**config.mk**
```make
export PLATFORM = sky130hd
export DESIGN_NAME = spike_gen_flat
export DESIGN_NICKNAME = d
export VERILOG_FILES = /design/src/rtl/spike_pkg.sv /design/src/rtl/spike_gen_if.sv /design/src/rtl/spike_gen_edge_sync.sv /design/src/rtl/spike_gen.sv /design/src/flat_wrapper.sv
export SDC_FILE = /design/constraint.sdc
export NUM_CORES = 1
export LEC_CHECK = 0
export CORE_ASPECT_RATIO = 1.4
export CORE_UTILIZATION = 50
export CTS_BUF_LIST = sky130_fd_sc_hd__clkbuf_16
export DETAILED_ROUTE_END_ITERATION = 10
export PLACE_DENSITY = 0.78
export REMOVE_ABC_BUFFERS = 1
export SETUP_SLACK_MARGIN = 0.15
export SYNTH_ARGS = -nofsm -noshare
export SYNTH_HDL_FRONTEND = slang
export SYNTH_HIERARCHICAL = 1
export SYNTH_SLANG_ARGS = --single-unit
```
**constraint.sdc**
```tcl
create_clock -name clk -period 2.7 [get_ports clk]
set_clock_uncertainty 0.15 [all_clocks]
set_input_delay 0.27 -clock clk [delete_from_list [all_inputs] [get_ports clk]]
set_output_delay 0.27 -clock clk [all_outputs]
set_load 0.1 [all_outputs]
```
**src/rtl/spike_pkg.sv**
```systemverilog
// Shared definitions for the spike generator: FSM state encoding and the
// default counter width.
package spike_pkg;

  localparam int CNT_W_DEF = 8;

  typedef enum logic [1:0] {
    S_IDLE = 2'd0,
    S_WAIT = 2'd1,
    S_FIRE = 2'd2,
    S_DONE = 2'd3
  } state_t;

endpackage

```
**src/rtl/spike_gen_if.sv**
```systemverilog
// Control/status bundle of the spike generator.
// Handshake: start is a one-cycle request sampled on the rising edge of clk
// and accepted only while busy is low (IDLE); it is dropped otherwise.
// stop is a one-cycle abort honoured only while a train is waiting or firing.
// done pulses for one cycle on normal completion. dbg_state mirrors the FSM.
interface spike_gen_if #(
  parameter int CNT_W = spike_pkg::CNT_W_DEF
) ();
  import spike_pkg::*;

  logic             tickIn;
  logic             start;
  logic             stop;
  logic [CNT_W-1:0] period;
  logic [CNT_W-1:0] width;
  logic [CNT_W-1:0] count;
  logic             spikeOut;
  logic             busy;
  logic             done;
  logic [CNT_W-1:0] spikeCnt;
  state_t           dbg_state;

  modport master (
    output tickIn, start, stop, period, width, count,
    input  spikeOut, busy, done, spikeCnt, dbg_state
  );

  modport slave (
    input  tickIn, start, stop, period, width, count,
    output spikeOut, busy, done, spikeCnt, dbg_state
  );

endinterface

```
**src/rtl/spike_gen_edge_sync.sv**
```systemverilog
// Synchronizes the divided-clock level into clk and emits a one-cycle pulse
// per rising edge. Latency is SYNC_STAGES edges from first high sample.
module edge_sync #(
  parameter int SYNC_STAGES = 2
) (
  input  logic clk,
  input  logic reset,
  input  logic in,
  output logic pulse
);

  logic [SYNC_STAGES-1:0] sync_q;
  logic                   prev_q;

  // Synchronizer chain plus previous-value flop for edge detection.
  always_ff @(posedge clk) begin
    if (!reset) begin
      sync_q <= '0;
      prev_q <= 1'b0;
    end else begin
      sync_q <= {sync_q[SYNC_STAGES-2:0], in};
      prev_q <= sync_q[SYNC_STAGES-1];
    end
  end

  assign pulse = sync_q[SYNC_STAGES-1] & ~prev_q;

endmodule

```
**src/rtl/spike_gen.sv**
```systemverilog
// Spike train generator: waits a programmable number of tick events between
// spike starts, drives each spike for a programmable number of clk cycles,
// and stops after a programmable number of spikes (0 = run forever).
module spike_gen
  import spike_pkg::*;
#(
  parameter int CNT_W       = CNT_W_DEF,
  parameter int SYNC_STAGES = 2
) (
  input logic        clk,
  input logic        reset,
  spike_gen_if.slave bus
);

  logic             tick;
  state_t           state_q, state_d;
  logic [CNT_W-1:0] period_q, period_d;
  logic [CNT_W-1:0] width_q, width_d;
  logic [CNT_W-1:0] count_q, count_d;
  logic [CNT_W-1:0] tick_cnt_q, tick_cnt_d;
  logic [CNT_W-1:0] width_cnt_q, width_cnt_d;
  logic [CNT_W-1:0] spike_cnt_q, spike_cnt_d;
  // Set when the period elapsed while firing; forces a fire on return to WAIT.
  logic             pend_q, pend_d;
  logic             spike_q, busy_q, done_q;
  logic [CNT_W-1:0] tick_inc, spike_inc, width_last;

  edge_sync #(.SYNC_STAGES(SYNC_STAGES)) u_sync (
    .clk  (clk),
    .reset(reset),
    .in   (bus.tickIn),
    .pulse(tick)
  );

  assign tick_inc   = tick_cnt_q + 1'b1;
  assign spike_inc  = spike_cnt_q + 1'b1;
  assign width_last = width_q - 1'b1;

  // Next-state and counter logic; stop outranks tick and width expiry.
  always_comb begin
    state_d     = state_q;
    period_d    = period_q;
    width_d     = width_q;
    count_d     = count_q;
    tick_cnt_d  = tick_cnt_q;
    width_cnt_d = width_cnt_q;
    spike_cnt_d = spike_cnt_q;
    pend_d      = pend_q;
    case (state_q)
      S_IDLE: begin
        if (bus.start) begin
          period_d    = (bus.period == '0) ? CNT_W'(1) : bus.period;
          width_d     = (bus.width == '0) ? CNT_W'(1) : bus.width;
          count_d     = bus.count;
          spike_cnt_d = '0;
          tick_cnt_d  = '0;
          width_cnt_d = '0;
          pend_d      = 1'b0;
          state_d     = S_WAIT;
        end
      end
      S_WAIT: begin
        if (bus.stop) begin
          pend_d  = 1'b0;
          state_d = S_IDLE;
        end else if (pend_q) begin
          pend_d      = 1'b0;
          tick_cnt_d  = '0;
          width_cnt_d = '0;
          state_d     = S_FIRE;
        end else if (tick) begin
          if (tick_inc == period_q) begin
            tick_cnt_d  = '0;
            width_cnt_d = '0;
            state_d     = S_FIRE;
          end else begin
            tick_cnt_d = tick_inc;
          end
        end
      end
      S_FIRE: begin
        if (bus.stop) begin
          pend_d  = 1'b0;
          state_d = S_IDLE;
        end else begin
          if (tick) begin
            if (tick_inc == period_q) begin
              pend_d = 1'b1;
            end else begin
              tick_cnt_d = tick_inc;
            end
          end
          width_cnt_d = width_cnt_q + 1'b1;
          if (width_cnt_q == width_last) begin
            width_cnt_d = '0;
            spike_cnt_d = spike_inc;
            if ((count_q != '0) && (spike_inc == count_q)) begin
              state_d = S_DONE;
            end else begin
              state_d = S_WAIT;
            end
          end
        end
      end
      S_DONE: begin
        state_d = S_IDLE;
      end
      default: begin
        state_d = S_IDLE;
      end
    endcase
  end

  // State, counter and registered-output update.
  always_ff @(posedge clk) begin
    if (!reset) begin
      state_q     <= S_IDLE;
      period_q    <= '0;
      width_q     <= '0;
      count_q     <= '0;
      tick_cnt_q  <= '0;
      width_cnt_q <= '0;
      spike_cnt_q <= '0;
      pend_q      <= 1'b0;
      spike_q     <= 1'b0;
      busy_q      <= 1'b0;
      done_q      <= 1'b0;
    end else begin
      state_q     <= state_d;
      period_q    <= period_d;
      width_q     <= width_d;
      count_q     <= count_d;
      tick_cnt_q  <= tick_cnt_d;
      width_cnt_q <= width_cnt_d;
      spike_cnt_q <= spike_cnt_d;
      pend_q      <= pend_d;
      spike_q     <= (state_d == S_FIRE);
      busy_q      <= (state_d != S_IDLE);
      done_q      <= (state_d == S_DONE);
    end
  end

  assign bus.spikeOut  = spike_q;
  assign bus.busy      = busy_q;
  assign bus.done      = done_q;
  assign bus.spikeCnt  = spike_cnt_q;
  assign bus.dbg_state = state_q;

endmodule

```
**src/flat_wrapper.sv**
```systemverilog
// flat-port wrapper written by rule: the top's interface ports become plain ports
module spike_gen_flat import spike_pkg::*;
#(
  parameter int CNT_W       = CNT_W_DEF,
  parameter int SYNC_STAGES = 2
)
  (clk, reset, bus_tickIn, bus_start, bus_stop, bus_period, bus_width, bus_count, bus_spikeOut, bus_busy, bus_done, bus_spikeCnt, bus_dbg_state);
  spike_gen_if #(.CNT_W(CNT_W)) bus_i ();
  input logic clk;
  input logic reset;
  input wire logic [$bits(bus_i.tickIn)-1:0] bus_tickIn;
  input wire logic [$bits(bus_i.start)-1:0] bus_start;
  input wire logic [$bits(bus_i.stop)-1:0] bus_stop;
  input wire logic [$bits(bus_i.period)-1:0] bus_period;
  input wire logic [$bits(bus_i.width)-1:0] bus_width;
  input wire logic [$bits(bus_i.count)-1:0] bus_count;
  output wire logic [$bits(bus_i.spikeOut)-1:0] bus_spikeOut;
  output wire logic [$bits(bus_i.busy)-1:0] bus_busy;
  output wire logic [$bits(bus_i.done)-1:0] bus_done;
  output wire logic [$bits(bus_i.spikeCnt)-1:0] bus_spikeCnt;
  output wire logic [$bits(bus_i.dbg_state)-1:0] bus_dbg_state;
  assign bus_i.tickIn = bus_tickIn;
  assign bus_i.start = bus_start;
  assign bus_i.stop = bus_stop;
  assign bus_i.period = bus_period;
  assign bus_i.width = bus_width;
  assign bus_i.count = bus_count;
  assign bus_spikeOut = bus_i.spikeOut;
  assign bus_busy = bus_i.busy;
  assign bus_done = bus_i.done;
  assign bus_spikeCnt = bus_i.spikeCnt;
  assign bus_dbg_state = bus_i.dbg_state;
  spike_gen #(.CNT_W(CNT_W), .SYNC_STAGES(SYNC_STAGES)) u_core (.clk(clk), .reset(reset), .bus(bus_i));
endmodule
```
==> reports/results.ini <==
[pwr]
power_leakage_nw = 1.73
power_density_mw_per_mm2 = 542
power_mw = 2.37
vdd_drop_max_v = 0.000395

[clock_network]
cts_tree = built
clockBufferDepth = 2
clock-sinks = 57
path_clk_slew_ps = 60
cts_root_buffer = clkbuf_16
cts_buffers = 9
cts_hold_buffers = 0
clkLatencyLatePin_ps = 330
h-tree-depth = 3

[timing]
post-route-period-util_pct = 94.9
timing_hold_violations_final = 0
fin_ws_ps = 139
finalHoldWorstSlack_ps = 271
relSlewSlack_pct = 60.7
setup_viol = 0
period_needed_ps = 2560
rsz0062_at_grt = yes
max_freq_ghz = 0.390
slew_violations = 0
tightest_slew_ps = 589

[drt]
vias = 3417
ant_nets = 0
wire_per_inst_um = 16.2
drt_wl_total_um = 9100
drc = 0
dr.first_iter.drc_count = 176
drtPass1Iterations = 6
routed_via_density = 6.07

[worst_setup_path]
required_ps = 2770
slowest_delay_ps = 440
crit_path_end_kind = flop
arrival_ps = 2630
critPathBufInv = 1
setup.worst_path.start_class = flop
worstPathMaxFanout = 5
critical_path_class = flop to flop
path_delay_family = compound AO/OA/AOI/OAI gates
crit_chain = ha_4 -> nand3_2 -> or3_1 -> a2111o_1 -> o41ai_4 -> buf_4 -> nand4_1 -> xor2_1 -> nor2_1
crit_slowest_cell = a2111o_1

[floorplan]
num_rows = 34
start_util_pct = 52.6
die_height_um = 98.3
core_area_mm2 = 0.00630
die_width_um = 70.8
die-area_mm2 = 0.00696
pin_count = 42

[synthesis]
synth_cell_types = 64
synthFlopType = dfxtp_1
synth.avg_cell_area_um2 = 7.97
seq_area_frac_synth_pct = 34.4
syn_area_mm2 = 0.00331
synth_edf_count = 0
yosys_register_bits = 57
yosys_warnings = 6
synth_cells = 416
synth-async-reset-ratio_pct = 0

[global_route]
grt_pass1_vias = 3301
grt_max_degree = 32
antenna_found_initial = 0
grt_pass1_wl_um = 15100
gr-total-overflow = 0
grt_use_total_pct = 27.4

[placement]
dp_hpwl_um = 6160
pre_cts_ws_ps = -19.6
port_buffers = 41
gp_congestion = 0.923

[cells_and_area]
mostFrequentLayoutCells = 55 x nand2_1, 52 x buf_4, 50 x dfxtp_1
fin_util_pct = 69.6
fin_nets = 523
num_antenna_cells = 0
layout-drive-gt1-share_pct = 19.8
syn2layout_area_growth_pct = 32.1
final_common_cell = nand2_1

[worst_hold_path]
hold_path_class = flop to flop

[status]
status = finished clean

[flow_run]
maxCapViolCount = 0

## kinds of logic after synthesis
family,Yosys count,share of synthesized area [%]
AND/OR/NAND/NOR,172,27.0
flip-flops,57,34.4
AO/OA/AOI/OAI,110,22.5
adder cells (fa/ha/maj),8,3.02
buffers and inverters,36,4.30
multiplexers,2,0.604
XOR/XNOR,31,8.19
## layout make-up
class                           instances  area [um2]
Timing Repair Buffer                   81         682
Tap cell                               72        90.1
Fill cell                             512        1920
Sequential cell                        57        1150
Multi-Input combinational cell        323        2120
Clock inverter                          7        61.3
Clock buffer                            9         225
Inverter                               14        52.6
## report_power, final
part	switching, mW	internal [mW]
clock network	0.393	0.701
logic	0.206	0.168
registers	0.0314	0.874
## sequential cells by signal (all words and copies together) (netlist names)
| signal | cells |
|---|---|
| u_core/bus.dbg_state | 2 |
| u_core/pend_q | 1 |
| u_core/width_q | 8 |
| u_core/width_cnt_q | 8 |
| u_core/bus.done | 1 |
| u_core/bus.busy | 1 |
| u_core/tick_cnt_q | 8 |
| u_core/period_q | 8 |
| u_core/bus.spikeCnt | 8 |
| u_core/u_sync/prev_q | 1 |
| u_core/u_sync/sync_q | 2 |
| u_core/bus.spikeOut | 1 |
| u_core/count_q | 8 |
## stage by stage
step                instance area [um2]  setup TNS, ps  instances
floorplan                          3220          -9180        394
global placement                   3940              0        540
detailed placement                 3940          -25.9        540
CTS                                4310              0        560
global route                       4380              0        563
finish                             4380              0        563
## routing by layer
layer / share of wire, % / global-route usage (%) / vias to the layer above / wire, um
met5: 0 / 0 / - / 0
met2: 53 / 48.7 / 130 / 4840
met4: 2.5 / 13.2 / 0 / 228
met3: 4.7 / 6.71 / 24 / 432
met1: 40 / 29.9 / 1619 / 3610
li1: - / - / 1644 / -
## repair_timing
action                     in CTS  in global routing
setup buffers                   4                  3
pin swaps                       6                  3
resized for setup              13                 14
setup endpoints to repair      21                 27
## synth_stat cells, types with 3 or more instances
library cell | n | area share (%)
dfxtp_1 | 57 | 34
nand2_1 | 55 | 6.2
a21oi_1 | 41 | 6.2
nor2_1 | 28 | 3.2
o21ai_0 | 19 | 2.9
xor2_1 | 19 | 5.0
clkbuf_1 | 18 | 2.0
inv_1 | 13 | 1.5
xnor2_1 | 12 | 3.2
and3_1 | 11 | 2.1
nor3_1 | 11 | 1.7
nand2b_1 | 10 | 1.9
nand4_1 | 10 | 1.9
and2_1 | 8 | 1.5
ha_1 | 8 | 3.0
nand3_1 | 7 | 1.1
a31oi_1 | 6 | 1.1
nor2b_1 | 6 | 1.1
o211ai_1 | 5 | 1.1
o31ai_1 | 5 | 1.1
a32oi_1 | 4 | 1.1
nor4_1 | 4 | 0.75
a2111oi_0 | 3 | 0.79
nor3b_1 | 3 | 0.68
o211a_1 | 3 | 0.91
## path summary, 6_finish.rpt
| path | start | to | slack (ps) | cells past startpoint |
|---|---|---|---|---|
| setup / recovery | u_core/tick_cnt_q[1] | u_core/width_cnt_q[6] | 140 | 9 |
| hold / removal | u_core/u_sync/sync_q[0] | u_core/u_sync/sync_q[1] | 270 | 1 |
| setup reg to reg | u_core/tick_cnt_q[1] | u_core/width_cnt_q[6] | 140 | 9 |
| hold reg to reg | u_core/u_sync/sync_q[0] | u_core/u_sync/sync_q[1] | 270 | 1 |
Note: power is estimated with default switching activity, not from simulation.
